--- src/rtl/adpcm_encoder.sv ---
// Streaming 4-bit ADPCM encoder. It matches the sound-path ADPCM step decoder.
// It takes one signed 16-bit PCM sample per handshake. Each sample is turned into
// one nibble {sign, m[2:0]}, and two nibbles are packed into one byte. The encoder
// keeps its own copy of the decoder's predictor (step/sample) and updates it with
// the same arithmetic, so the decoder rebuilds the same sequence bit-exactly.
//
// Ports:
//   clock        system clock
//   reset_n      asynchronous active-low reset
//   io_start     synchronous predictor clear (highest priority)
//   io_in_*      PCM sample stream (valid/ready), io_in_bits is signed 16-bit
//   io_out_*     packed byte stream (valid/ready), earlier nibble in [7:4]
module adpcm_encoder (
  input  logic        clock,
  input  logic        reset_n,
  input  logic        io_start,
  input  logic        io_in_valid,
  output logic        io_in_ready,
  input  logic [15:0] io_in_bits,
  output logic        io_out_valid,
  input  logic        io_out_ready,
  output logic [7:0]  io_out_bits
);

  typedef enum logic [2:0] {StIdle, StS2, StS1, StS0, StUpd, StOut} state_e;

  localparam logic [16:0]        StepMin   = 17'd127;
  localparam logic [16:0]        StepMax   = 17'd24576;
  localparam logic signed [22:0] SampleMax = 23'sd32767;
  localparam logic signed [22:0] SampleMin = -23'sd32768;

  state_e             state_q, state_d;
  logic [16:0]        step_q, step_d;
  logic signed [16:0] sample_q, sample_d;
  logic [16:0]        mag_q, mag_d;
  logic               sign_q, sign_d;
  logic [2:0]         m_q, m_d;
  logic [3:0]         hi_q, hi_d;
  logic               half_q, half_d;
  logic [7:0]         out_q, out_d;

  // Sample acceptance: difference against the predicted sample
  logic [17:0] diff;
  logic [17:0] diff_abs;

  // Successive approximation of m = min(7, floor(4*mag/step))
  logic [2:0]  bit_sel;
  logic [2:0]  trial_m;
  logic [19:0] trial;
  logic [19:0] mag4;

  // Predictor update
  logic [3:0]         nibble;
  logic [3:0]         odd;
  logic [20:0]        step_odd;
  logic signed [21:0] sprod;
  logic signed [21:0] delta;
  logic signed [22:0] sum;
  logic [16:0]        sample_new;
  logic [9:0]         mul;
  logic [26:0]        step_mul;
  logic [18:0]        step_scaled;
  logic [16:0]        step_new;

  always_comb begin
    diff     = {{2{io_in_bits[15]}}, io_in_bits} - {sample_q[16], sample_q};
    diff_abs = diff[17] ? (~diff + 18'd1) : diff;

    unique case (state_q)
      StS2:    bit_sel = 3'b100;
      StS1:    bit_sel = 3'b010;
      default: bit_sel = 3'b001;
    endcase
    trial_m = m_q | bit_sel;
    trial   = 20'(step_q) * 20'(trial_m);
    mag4    = {1'b0, mag_q, 2'b00};
  end

  always_comb begin
    nibble   = {sign_q, m_q};
    odd      = {m_q, 1'b1};
    step_odd = 21'(step_q) * 21'(odd);
    sprod    = sign_q ? -$signed({1'b0, step_odd}) : $signed({1'b0, step_odd});
    // The arithmetic shift rounds toward -inf, which is how the decoder rounds.
    delta    = sprod >>> 3;
    sum      = $signed({{6{sample_q[16]}}, sample_q}) + $signed({delta[21], delta});
    if (sum > SampleMax) begin
      sample_new = 17'h07fff;
    end else if (sum < SampleMin) begin
      sample_new = 17'h18000;
    end else begin
      sample_new = sum[16:0];
    end

    case (m_q)
      3'd4:    mul = 10'd307;
      3'd5:    mul = 10'd409;
      3'd6:    mul = 10'd512;
      3'd7:    mul = 10'd614;
      default: mul = 10'd230;
    endcase
    step_mul    = 27'(step_q) * 27'(mul);
    step_scaled = 19'(step_mul >> 8);
    if (step_scaled > 19'(StepMax)) begin
      step_new = StepMax;
    end else if (step_scaled < 19'(StepMin)) begin
      step_new = StepMin;
    end else begin
      step_new = step_scaled[16:0];
    end
  end

  always_comb begin
    state_d  = state_q;
    step_d   = step_q;
    sample_d = sample_q;
    mag_d    = mag_q;
    sign_d   = sign_q;
    m_d      = m_q;
    hi_d     = hi_q;
    half_d   = half_q;
    out_d    = out_q;

    unique case (state_q)
      StIdle: begin
        if (io_in_valid) begin
          sign_d  = diff[17];
          mag_d   = diff_abs[16:0];
          m_d     = 3'd0;
          state_d = StS2;
        end
      end
      StS2, StS1, StS0: begin
        if (mag4 >= trial) begin
          m_d = trial_m;
        end
        unique case (state_q)
          StS2:    state_d = StS1;
          StS1:    state_d = StS0;
          default: state_d = StUpd;
        endcase
      end
      StUpd: begin
        sample_d = sample_new;
        step_d   = step_new;
        if (!half_q) begin
          hi_d    = nibble;
          half_d  = 1'b1;
          state_d = StIdle;
        end else begin
          out_d   = {hi_q, nibble};
          half_d  = 1'b0;
          state_d = StOut;
        end
      end
      StOut: begin
        if (io_out_ready) begin
          state_d = StIdle;
        end
      end
      default: state_d = StIdle;
    endcase

    // io_start overrides every state, including a half-built byte or a pending output.
    if (io_start) begin
      state_d  = StIdle;
      step_d   = StepMin;
      sample_d = '0;
      half_d   = 1'b0;
    end
  end

  always_ff @(posedge clock or negedge reset_n) begin
    if (!reset_n) begin
      state_q  <= StIdle;
      step_q   <= StepMin;
      sample_q <= '0;
      mag_q    <= '0;
      sign_q   <= 1'b0;
      m_q      <= '0;
      hi_q     <= '0;
      half_q   <= 1'b0;
      out_q    <= '0;
    end else begin
      state_q  <= state_d;
      step_q   <= step_d;
      sample_q <= sample_d;
      mag_q    <= mag_d;
      sign_q   <= sign_d;
      m_q      <= m_d;
      hi_q     <= hi_d;
      half_q   <= half_d;
      out_q    <= out_d;
    end
  end

  // Held low during reset and during an io_start cycle, so a sample offered alongside
  // io_start is not taken.
  assign io_in_ready  = reset_n && !io_start && (state_q == StIdle);
  assign io_out_valid = (state_q == StOut);
  assign io_out_bits  = out_q;

endmodule

--- config.mk ---
export PLATFORM = sky130hd
export DESIGN_NAME = adpcm_encoder
export DESIGN_NICKNAME = d
export VERILOG_FILES = /design/src/rtl/adpcm_encoder.sv
export SDC_FILE = /design/constraint.sdc
export NUM_CORES = 1
export LEC_CHECK = 0
export ABC_AREA = 1
export ABC_CLOCK_PERIOD_IN_PS = 16600
export CAP_MARGIN = 20
export CORE_UTILIZATION = 65
export DETAILED_ROUTE_END_ITERATION = 8
export PLACE_DENSITY = 0.81
export SLEW_MARGIN = 0
export SYNTH_ARGS = -nofsm -noshare
export SYNTH_HDL_FRONTEND = slang
export SYNTH_SLANG_ARGS = --single-unit
--- constraint.sdc ---
create_clock -name clock -period 16.6 [get_ports clock]
set_input_delay 4.98 -clock clock [delete_from_list [all_inputs] [get_ports clock]]
set_output_delay 4.98 -clock clock [all_outputs]
set_load 0.01 [all_outputs]
; Word level (Yosys, flattened, before mapping)
; Index checks and enable logic that the tools add are counted.
[totals]
reg_bits = 71
inputBits = 21
[classes]
add_sub_neg = 4
n_mul = 3
order_cmp = 5
n_eq_ne = 13
n_mux = 24
bitwise = 3
reduce_logical = 12
[op_table]
columns = operator, count
row1 = 17-bit 2-to-1 mux, 9
row2 = 10-bit case mux with 4 select lines, 1
row3 = 17-bit by 10-bit multiplier with 27-bit output, 1
row4 = 22-bit 2-to-1 mux, 1
row5 = 21-bit negation with 22-bit output, 1
row6 = 17-bit by 4-bit multiplier with 21-bit output, 1
row7 = 17-bit by 19-bit adder with 20-bit output, 1
row8 = 19-bit by 20-bit >= comparator with 1-bit output, 1
row9 = "20-bit by 16-bit greater-than comparator with 1-bit output, second input constant", 1
row10 = "20-bit by 16-bit < comparator with 1-bit output, second input constant", 1
row11 = 17-bit by 3-bit multiplier with 20-bit output, 1
row12 = "19-bit by 15-bit greater-than comparator with 1-bit output, second input constant", 1
row13 = "19-bit by 7-bit < comparator with 1-bit output, second input constant", 1
row14 = "3-bit equality test, second input constant", 6
row15 = 3-bit 2-to-1 mux, 6
row16 = 3-bit case mux with 2 select lines, 3
row17 = 16-bit by 17-bit subtractor with 18-bit output, 1
row18 = "17-bit by 1-bit adder with 17-bit output, second input constant", 1
row19 = 17-bit NOT, 1
row20 = 3-bit case mux with 4 select lines, 1
row21 = 2-bit AND reduction, 4
row22 = "3-bit by 2-bit equality test with 1-bit output, second input constant", 2
row23 = "2-bit != test, second input constant", 2
row24 = 2-bit nonzero test, 2
row25 = 11 further kinds, 14

; Logic depth before layout (Yosys ltp)
[logic_depth]
depth_word = 9
ltp_mapped = 39

; Least setup slack after synthesis
; OpenSTA, ideal clock, no wires.
[synth_path]
kind = input to output
from = input port io_start
to = output port io_in_ready
t_arrival_ps = 5277
setup_slack_ps = 6343
path_stages = 3
path_cell_list = inv_1 > nand2_1 > nor2_1
[synth_between]
elab_chain_cells = 3
[synth_lines]
columns = item, line_no
row1 = start: declaration, 16  ; input logic io_start,
row2 = 1-bit logical NOT, 199  ; assign io_in_ready = reset_n && !io_start && (state_q == StIdle);
row3 = 1-bit logical AND (2 in a row), 199
row4 = end: declaration, 18  ; output logic io_in_ready,
; Every way passes these cells.

; Final worst setup path
[layout_path]
from = input port reset_n
to = output port io_in_ready
[layout_between]
elab_chain_cells = 2
[layout_lines]
columns = item, line_no
row1 = start: declaration, 15  ; input logic reset_n,
row2 = 1-bit logical AND (2 in a row), 199
; Every way passes these cells.

==> flow_summary.json <==
{
  "grt_overflow_total": 0,
  "die_w_microns": 158,
  "rsz0062_at_grt": "no",
  "busiest_layer": "met2",
  "grt_max_degree": 73,
  "drc": 0,
  "slew_violations": 0,
  "core_region_area_sq_um": 23700,
  "synth.top_cells.by_area": "fa_1, nand2_1, ha_1, inv_1, dfrtp_1",
  "ant_nets": 0,
  "dp.final_hpwl_microns": 37000,
  "outcome": "completed",
  "final_nets": 2731,
  "synth_cell_types": 50,
  "die_y_microns": 158,
  "finClkSkew_ps": 8.00,
  "initial_core_util": 0.669,
  "finalSetupViolCount": 0,
  "cts_tree": "done",
  "start_kind": "input pin",
  "crit_chain": "buf_4 -> nand2_1 -> nor2_1 -> clkdlybuf4s50_1",
  "io-pin-count": 31,
  "grt_first_pass_wirelength_microns": 69800,
  "firstDrtPassIters": 6,
  "post_cts_buffers": 0,
  "postCtsHoldBufs": 0,
  "areaGrowthSynthToFinish_pct": 5.39,
  "hp-class": "reg2reg",
  "post-route-period-util": 0.701,
  "arrival_ps": 6660,
  "grt_use_met2": 0.552,
  "syn-mean-instance-area_sq_um": 6.66,
  "synth_edf_count": 0,
  "cp-end-kind": "primary output",
  "antenna_cells": 0,
  "critical_path_class": "in2out",
  "fmax_ghz": 0.0859,
  "routedWlPerCell_microns": 16.0,
  "tightest_slew_ps": 961,
  "grt_pass1_vias": 14200,
  "floorplan.die_area_sq_um": 25000,
  "cts_buffer_depth": 2,
  "clk_pin_slew_worst_paths_ps": 60,
  "total_power_mw": 3.20,
  "synth_top_area_frac": 0.208,
  "cts_sinks": 71,
  "gp_congestion": 0.988,
  "root_buffer": "clkbuf_16",
  "htreeDepth": 3,
  "rows": 56,
  "finalCriticalPeriod_ps": 11640,
  "antenna_found_initial": 0,
  "met1_usage": 0.524,
  "drv_cap": 0,
  "seq_area_frac_synth": 0.113,
  "cts_buffers": 9,
  "synthesis.area_sq_um": 15800,
  "viasPerCell": 5.54,
  "yosysWarningCount": 0,
  "p_leak_nw": 9.87,
  "grt_usage": 0.364,
  "async_reset_ff_frac": 1.00,
  "synth_fp_nets": 2727,
  "clock_latency_ps": 350,
  "critPathSlowestCell": "buf_4",
  "use_met3": 0.0854,
  "rrSetupSlack_ps": 8280,
  "drive_gt1_frac": 0.0314,
  "critical-path-max-stage-delay_ps": 690,
  "fin_tns_setup_ps": 0,
  "holdWs_ps": 486,
  "ir_drop_v": 0.000336,
  "required_ps": 11620,
  "cts_resized": 0,
  "synth_top_cell_by_area": "fa_1",
  "io_buffers": 30,
  "synth_cells": 2380,
  "slew-limit-headroom": 0.360,
  "hold_viol": 0,
  "ys_ff_latch": 71,
  "wl_microns": 43200,
  "power_density_nw_per_um2": 192,
  "crit_fanout": 72,
  "synth_flop_cell": "dfrtp_1",
  "drt_iter0_drc": 1308,
  "routed-via-count": 15000
}
-- final cells by class --
| type | count | area [sq um] |
|---|---|---|
| fill | 2156 | 6990 |
| tap | 319 | 399 |
| clock inverter | 7 | 81.3 |
| clock buffer | 9 | 225 |
| timing repair buffer | 33 | 320 |
| sequential | 71 | 1790 |
| multi-input combinational | 1755 | 12000 |
| inverter | 514 | 1930 |
-- where the power goes --
part,internal (mW),leakage [nW],switching (mW),total [mW]
combinational,0.945,8.79,1.83,2.78
sequential,0.198,0.928,0.0293,0.228
clock,0.118,0.152,0.0823,0.201
total,1.26,9.87,1.94,3.20
-- sequential cells by signal, indices dropped and copies added (netlist names), named ones only --
name	count
io_out_bits	8
hi_q	4
sign_q	1
state_q	3
half_q	1
mag_q	17
sample_q	17
m_q	2
step_q	17
-- cell usage after synthesis (all sizes together) (2+ instances only) --
master  count
nor3       27
o31ai       2
or2         3
nand3     143
a21o       10
a21boi      4
clkinv      5
clkbuf     29
o21a        6
dfstp       7
o211ai      2
o21ai      62
xnor2      21
nand4      37
o22ai       2
nand2     716
a31oi       5
inv       509
nor2      208
a21oi      98
fa        165
and2        6
ha        161
buf        11
dfrtp      64
nor4        3
o21bai      4
nand3b     17
xor2       49
-- placed cells by master (no fill, tap or decap), types with 6 or more instances in the layout --
master | synthesis | layout
clkbuf_16 | 0 | 9
o21a_1 | 6 | 6
nor2_1 | 200 | 199
and2_1 | 6 | 6
ha_1 | 161 | 161
dfstp_2 | 7 | 7
nand2_2 | 13 | 13
nor3_1 | 23 | 23
xnor2_1 | 20 | 20
dfrtp_1 | 64 | 64
xor2_1 | 45 | 45
clkdlybuf4s50_1 | 0 | 29
nand3b_1 | 17 | 17
nand4_1 | 37 | 37
fa_1 | 165 | 165
nand3_1 | 139 | 139
a21o_1 | 10 | 10
a21oi_1 | 96 | 96
nand2_1 | 702 | 702
o21ai_0 | 51 | 51
o21ai_1 | 6 | 6
inv_1 | 507 | 507
nor2_2 | 8 | 9
-- routing by layer --
metal  up-vias  wire length [microns]
met2       563                  18500
met3        67                   4130
li1       7295                      -
met4         0                    726
met5         -                      0
met1      7079                  19900
-- worst max-delay path, delay by kind of cell --
kind | cells | cell delay, ps
buffers and inverters | 2 | 1270
and+or+nand+nor | 2 | 350
-- worst paths after layout --
check,start,endpoint,cells past startpoint
max,reset_n,io_in_ready,4
min in group asynchronous,reset_n,step_q[8],1
max in group asynchronous,reset_n,mag_q[9],1
max reg2reg,m_q[1],step_q[5],32
min reg2reg,hi_q[3],io_out_bits[7],2
min,hi_q[3],io_out_bits[7],2
-- kinds of logic (layout without fill, tap and decap cells) --
group | after synthesis | in the layout | synth area share
buffers and inverters | 554 | 563 | 0.133
DFF | 71 | 71 | 0.113
AOI/OAI and AO/OA | 198 | 198 | 0.0698
and+or+nand+nor | 1161 | 1161 | 0.307
adders and majority gates | 326 | 326 | 0.336
xor gates and xnor gates | 70 | 70 | 0.0418
-- through the flow --
stage,setup WS [ps],utilization,area [sq um],cells
after floorplan,6340,-,15800,2380
final,4960,0.705,16700,2708
after global placement,4950,0.692,16400,2692
after detailed placement,4940,0.692,16400,2692
after global routing,4790,0.705,16700,2708
after CTS,4930,0.705,16700,2708
No activity file was read; power rests on OpenSTA's default activity.
